### src/rtl/obj_pkg.sv
// Shared sprite-object definitions used by the RAM loader and the display-side readout path.
package obj_pkg;

  localparam int OBJ_W   = 32;
  localparam int OBJ_H   = 32;
  localparam int NUM_OBJ = 4;
  localparam logic [7:0] HDR = 8'hA5;

  typedef enum logic [2:0] {
    ST_IDLE  = 3'd0,
    ST_INDEX = 3'd1,
    ST_PIX_A = 3'd2,
    ST_PIX_B = 3'd3,
    ST_DONE  = 3'd4
  } loader_state_e;

  typedef logic [11:0] color_t;

  // Index 0 means "no object", so only 1..NUM_OBJ may be loaded.
  function automatic logic index_ok(input logic [7:0] b);
    return (b >= 8'd1) && (b <= 8'(NUM_OBJ));
  endfunction

endpackage

### src/rtl/obj_pixel_addr_ctr.sv
// Row-major pixel address counter for one sprite: col steps fastest, wraps at the sprite bounds.
module obj_pixel_addr_ctr
  import obj_pkg::*;
(
  input  logic       clk,
  input  logic       reset,
  input  logic       clr,
  input  logic       step,
  output logic [9:0] row,
  output logic [9:0] col,
  output logic       last
);

  localparam logic [9:0] COL_LAST = 10'(OBJ_W - 1);
  localparam logic [9:0] ROW_LAST = 10'(OBJ_H - 1);

  logic [9:0] row_r;
  logic [9:0] col_r;

  // Advance col, carrying into row at the right edge of the sprite.
  always_ff @(posedge clk or posedge reset) begin
    if (reset) begin
      row_r <= 10'd0;
      col_r <= 10'd0;
    end else if (clr) begin
      row_r <= 10'd0;
      col_r <= 10'd0;
    end else if (step) begin
      if (col_r == COL_LAST) begin
        col_r <= 10'd0;
        row_r <= (row_r == ROW_LAST) ? 10'd0 : row_r + 10'd1;
      end else begin
        col_r <= col_r + 10'd1;
        row_r <= row_r;
      end
    end else begin
      row_r <= row_r;
      col_r <= col_r;
    end
  end

  assign row  = row_r;
  assign col  = col_r;
  assign last = (col_r == COL_LAST) && (row_r == ROW_LAST);

endmodule

### src/rtl/object_ram_loader.sv
// Parses HDR/index/pixel-pair packets from a byte stream and issues one sprite RAM write per pixel.
module object_ram_loader
  import obj_pkg::*;
(
  input  logic        clk,
  input  logic        reset,
  input  logic [7:0]  in_data,
  input  logic        in_valid,
  output logic        in_ready,
  output logic        wr_en,
  output logic [2:0]  wr_index,
  output logic [9:0]  wr_row,
  output logic [9:0]  wr_col,
  output logic [11:0] wr_data,
  output logic        busy,
  output logic        done,
  output logic        err
);

  loader_state_e state_r;
  logic [2:0]    index_r;
  logic [3:0]    r_nib_r;
  logic          wr_en_r;
  logic [2:0]    wr_index_r;
  logic [9:0]    wr_row_r;
  logic [9:0]    wr_col_r;
  color_t        wr_data_r;
  logic          done_r;
  logic          err_r;

  logic          accept_s;
  logic          ctr_clr_s;
  logic          ctr_step_s;
  logic [9:0]    row_s;
  logic [9:0]    col_s;
  logic          last_s;

  assign in_ready   = (state_r != ST_DONE);
  assign accept_s   = in_valid && in_ready;
  assign ctr_clr_s  = (state_r == ST_INDEX) && accept_s && index_ok(in_data);
  assign ctr_step_s = (state_r == ST_PIX_B) && accept_s;

  obj_pixel_addr_ctr u_addr_ctr (
    .clk   (clk),
    .reset (reset),
    .clr   (ctr_clr_s),
    .step  (ctr_step_s),
    .row   (row_s),
    .col   (col_s),
    .last  (last_s)
  );

  // Packet FSM; write/done/err are single-cycle pulses, write fields hold until the next write.
  always_ff @(posedge clk or posedge reset) begin
    if (reset) begin
      state_r    <= ST_IDLE;
      index_r    <= 3'd0;
      r_nib_r    <= 4'd0;
      wr_en_r    <= 1'b0;
      wr_index_r <= 3'd0;
      wr_row_r   <= 10'd0;
      wr_col_r   <= 10'd0;
      wr_data_r  <= 12'd0;
      done_r     <= 1'b0;
      err_r      <= 1'b0;
    end else begin
      wr_en_r <= 1'b0;
      done_r  <= 1'b0;
      err_r   <= 1'b0;
      case (state_r)
        ST_IDLE: begin
          if (accept_s && (in_data == HDR)) begin
            state_r <= ST_INDEX;
          end else begin
            state_r <= ST_IDLE;
          end
        end
        ST_INDEX: begin
          if (accept_s) begin
            if (index_ok(in_data)) begin
              index_r <= in_data[2:0];
              state_r <= ST_PIX_A;
            end else begin
              err_r   <= 1'b1;
              state_r <= ST_IDLE;
            end
          end else begin
            state_r <= ST_INDEX;
          end
        end
        ST_PIX_A: begin
          if (accept_s) begin
            r_nib_r <= in_data[3:0];
            state_r <= ST_PIX_B;
          end else begin
            state_r <= ST_PIX_A;
          end
        end
        ST_PIX_B: begin
          if (accept_s) begin
            wr_en_r    <= 1'b1;
            wr_index_r <= index_r;
            wr_row_r   <= row_s;
            wr_col_r   <= col_s;
            wr_data_r  <= {r_nib_r, in_data};
            if (last_s) begin
              done_r  <= 1'b1;
              state_r <= ST_DONE;
            end else begin
              state_r <= ST_PIX_A;
            end
          end else begin
            state_r <= ST_PIX_B;
          end
        end
        ST_DONE: begin
          state_r <= ST_IDLE;
        end
        default: begin
          state_r <= ST_IDLE;
        end
      endcase
    end
  end

  assign wr_en    = wr_en_r;
  assign wr_index = wr_index_r;
  assign wr_row   = wr_row_r;
  assign wr_col   = wr_col_r;
  assign wr_data  = wr_data_r;
  assign busy     = (state_r != ST_IDLE);
  assign done     = done_r;
  assign err      = err_r;

endmodule

### config.mk
export PLATFORM = sky130hd
export DESIGN_NAME = object_ram_loader
export DESIGN_NICKNAME = d
export VERILOG_FILES = /design/src/rtl/obj_pkg.sv /design/src/rtl/obj_pixel_addr_ctr.sv /design/src/rtl/object_ram_loader.sv
export SDC_FILE = /design/constraint.sdc
export NUM_CORES = 1
export LEC_CHECK = 0
export ABC_AREA = 1
export CAP_MARGIN = 20
export CORE_MARGIN = 2
export CORE_UTILIZATION = 45
export CTS_CLUSTER_SIZE = 12
export DETAILED_ROUTE_END_ITERATION = 10
export GPL_TIMING_DRIVEN = 0
export PLACE_DENSITY = 0.69
export SYNTH_ARGS = -nofsm -noshare
export SYNTH_HDL_FRONTEND = slang
export SYNTH_HIERARCHICAL = 1
export SYNTH_SLANG_ARGS = --single-unit
### constraint.sdc
create_clock -name clk -period 1.9 [get_ports clk]
set_input_delay 0.285 -clock clk [delete_from_list [all_inputs] [get_ports clk]]
set_output_delay 0.285 -clock clk [all_outputs]
set_load 0.01 [all_outputs]
==> summary.txt, run 1 <==
GRT
  – Largest net degree at the start of global routing: between 40 and 50
  – Total Routing Usage GR: between 20% and 30%
  – Initial antenna violation count: 0
  – Global route total overflow: 0
  – Vias in the first global route: 2,513
  – Global-route wire length before repair: between 10,000 and 15,000 um

Die
  – Die Y-Extent: about 87 um
  – Rows: 30
  – Die area: ~7600 um2
  – Ports: slightly above 50
  – Initial Utilization: between 40% and 50%
  – Die width: roughly 87 um
  – Core Box Area: 6760 um2

CTS
  – Clock latency on the worst-skew pair: approximately 0.35 ns
  – CTS tree: done
  – Worst-path clk slew: ~0.07 ns
  – Hold-fix buffers, CTS: 0
  – TritonCTS Sinks: 67
  – CTS Buf Count: 9
  – Clock Path Buffers: 2
  – H-tree depth: 3
  – Clk root buf: clkbuf_8

Power
  – Worst vdd ir: between 400 and 500 uV
  – PwrDens: between 900 and 1000 nW/um2
  – Leakage Power: between 2 and 2.5 nW

STA
  – Final Hold Viols: 0
  – Rel. slew slack: 45.5%
  – Slew Limit Fails: 0
  – Slew at the pin closest to its max-slew limit: 0.816 ns
  – Final setup fails: 0
  – F_max: ~0.56 GHz
  – Clk_skew: 0.00606 ns
  – Final period util: a little over nine tenths
  – Min Tclk post-route: 1.80 ns

Synth
  – Dominant cells by area after synthesis: dfrtp_1, nand2_1, inv_1
  – Mapped Cells: a little under 400
  – Area leader, netlist: dfrtp_1
  – Synth Warn #: 6
  – Synthesized flop and latch total: 67
  – Syn nets: roughly 400
  – Sequential element share of the synthesized area: 53.8%
  – Post-synth cell types: 26
  – Mapped Avg Cell Area: between 8 and 9 um2
  – Netlist Area Pre-Place: 3110 um2
  – Post-synth top area share: a little over half

Layout
  – Post-route cell area: between 4000 and 5000 um2
  – ANT cells: 0
  – Nets: around 470
  – Area growth syn-to-layout: 29.6%
  – Layout cells sized above 1: between 10% and 20%
  – Final Core Density: approximately 60%

Placed design
  – Port Buffer Count: 50
  – Dpl hpwl: between 4000 and 5000 um
  – Post-Place Cell Area: 3730 um2
  – GPL Wtd Cong: roughly 0.79

Flow run
  – Maxcap violations: 0

Worst setup path
  – Top delay family on crit path: buffers and inverters
  – R2R Setup Slk: ~0.15 ns
  – Setup Crit Path Kind: register to primary output
  – CP Capture Type: primary output
  – Largest stage delay, worst path: about 0.54 ns
  – Data required, critical path: 1.62 ns
  – CP bufs+invs: 2
  – Critical path data arrival time: 1.51 ns
  – R2r worst-path depth: 11
  – Worst setup SP type: register
  – CP cell instances: inv_1, nand3_1, clkdlybuf4s50_1
  – Stages on the worst setup path: 3
  – Crit path max fanout: 6
  – FF-to-FF Start: state_r[1]
  – Worst R2R End: u_addr_ctr/col[9]
  – Max stage delay cell, worst path: clkdlybuf4s50_1

Drt
  – WL final: 7020 um
  – DRC: 0
  – Via count: 2,676
  – Per-cell routed wire length: about 13 um
  – Via-per-instance ratio: approximately 5
  – 1st-iter DRT viols: 110
  – Drt first pass iters: 5
  – Antenna viol nets, final: 0

Outcome
  – Outcome: finished clean

Min path
  – Hold crit path type: input pin to async pin
## layout make-up
cell class,count,area (um2)
Inverter,34,133
Clock buffer,13,159
Multi-Input combinational cell,276,1300
Sequential cell,67,1680
Tap cell,80,100
Clock inverter,2,35.0
Timing Repair Buffer,55,558
Buffer,9,77.6
Fill cell,607,2720
## logic make-up (layout without fill, tap and decap cells)
| logic type | count (synthesis) | after routing | synth area share [%] |
|---|---|---|---|
| compound gates | 31 | 31 | 5.54 |
| simple gates | 242 | 242 | 33.3 |
| buf+inv | 43 | 113 | 6.19 |
| flops | 67 | 67 | 53.8 |
| xor+xnor | 1 | 1 | 0.281 |
| fa+ha+maj | 2 | 2 | 0.803 |
## flip-flops by register name, indices dropped and copies added, names as in the netlist, 2 cells and up
register,cells
index_r,3
r_nib_r,4
state_r,2
u_addr_ctr/col,10
u_addr_ctr/row,10
wr_col,10
wr_data,12
wr_index,3
wr_row,10
## what timing repair did
action / 4_1_cts / 5_1_grt
pin swaps: 0 / 4
buffers inserted: 0 / 4
endpoints found under the hold margin: 0 / 0
endpoints found under the setup margin: 20 / 17
resized for setup: 7 / 14
## cells in the final DEF, fill, tap and decap left out, types with 2 or more instances in the layout
cell,synthesis,routed
buf_12,0,2
dlymetal6s2s_1,0,3
nand3_2,1,3
clkbuf_8,0,11
nand3b_1,3,3
nor2_2,2,3
nor3_1,5,5
o21ai_1,6,7
nor2_1,30,28
buf_2,4,4
inv_1,30,28
buf_4,3,6
clkbuf_1,0,2
dfrtp_1,67,66
ha_1,2,2
nor3_4,0,3
o21ai_0,15,14
nand4_1,5,5
nand3_1,22,19
nand2_1,164,164
nor2_4,2,3
nand2_4,3,3
buf_6,2,2
clkdlybuf4s50_1,0,47
a21oi_1,5,5
inv_2,4,5
o21ai_2,4,4
## metal layers
layer / GRT usage (%) / share of wire, % / vias to the layer above
met5: 0 / 0 / -
met4: 6.29 / 0.24 / 0
met3: 5.40 / 4.7 / 2
met2: 30.6 / 46 / 65
met1: 28.6 / 49 / 1263
li1: - / - / 1346
## stage by stage
stage                     TNS (ns)  total power, mW  hold slack (ns)  worst slack (ns)  std cells
final                            0             3.95            0.152             0.100        536
after global routing       -0.0257             4.20            0.165           -0.0150        536
after CTS                        0             3.97            0.146            0.0122        532
after detailed placement     -9.91             2.76            0.454            -0.602        517
after global placement      -29.14             2.73            0.453            -0.548        516
after floorplan                  0             2.28            0.249             0.193        386
## synth_stat cells (all sizes together)
cell and instances:
nand2 168, dfrtp 67, inv 34, nor2 34, o21ai 25, nand3 23
buf 9, nor3 8, a21oi 5, nand4 5, nand3b 3, ha 2
o21bai 1, or2 1, xor2 1
## worst max path at each step
| stage | from | end | slack (ns) |
|---|---|---|---|
| after floorplan | done | u_addr_ctr/col[9] | 0.19 |
| after global placement | in_valid | u_addr_ctr/col[9] | -0.55 |
| after detailed placement | in_valid | u_addr_ctr/col[9] | -0.60 |
| after CTS | state_r[1] | u_addr_ctr/col[5] | 0.01 |
| after global routing | in_data[2] | u_addr_ctr/col[9] | -0.01 |
| final | done | busy | 0.10 |
## power breakdown
part / switching [mW] / internal, mW / total [mW]
clock: 0.519 / 0.670 / 1.19
sequential: 0.166 / 1.68 / 1.84
combinational: 0.434 / 0.486 / 0.921
total: 1.12 / 2.83 / 3.95
No activity file was read; power rests on OpenSTA's default activity.
==> run 2, diff against run 1 <==
Settings changed: CAP_MARGIN 20 to 0.
==> results of run 2 <==
Same layout as run 1: the final DEF is identical, and so are final timing and power.
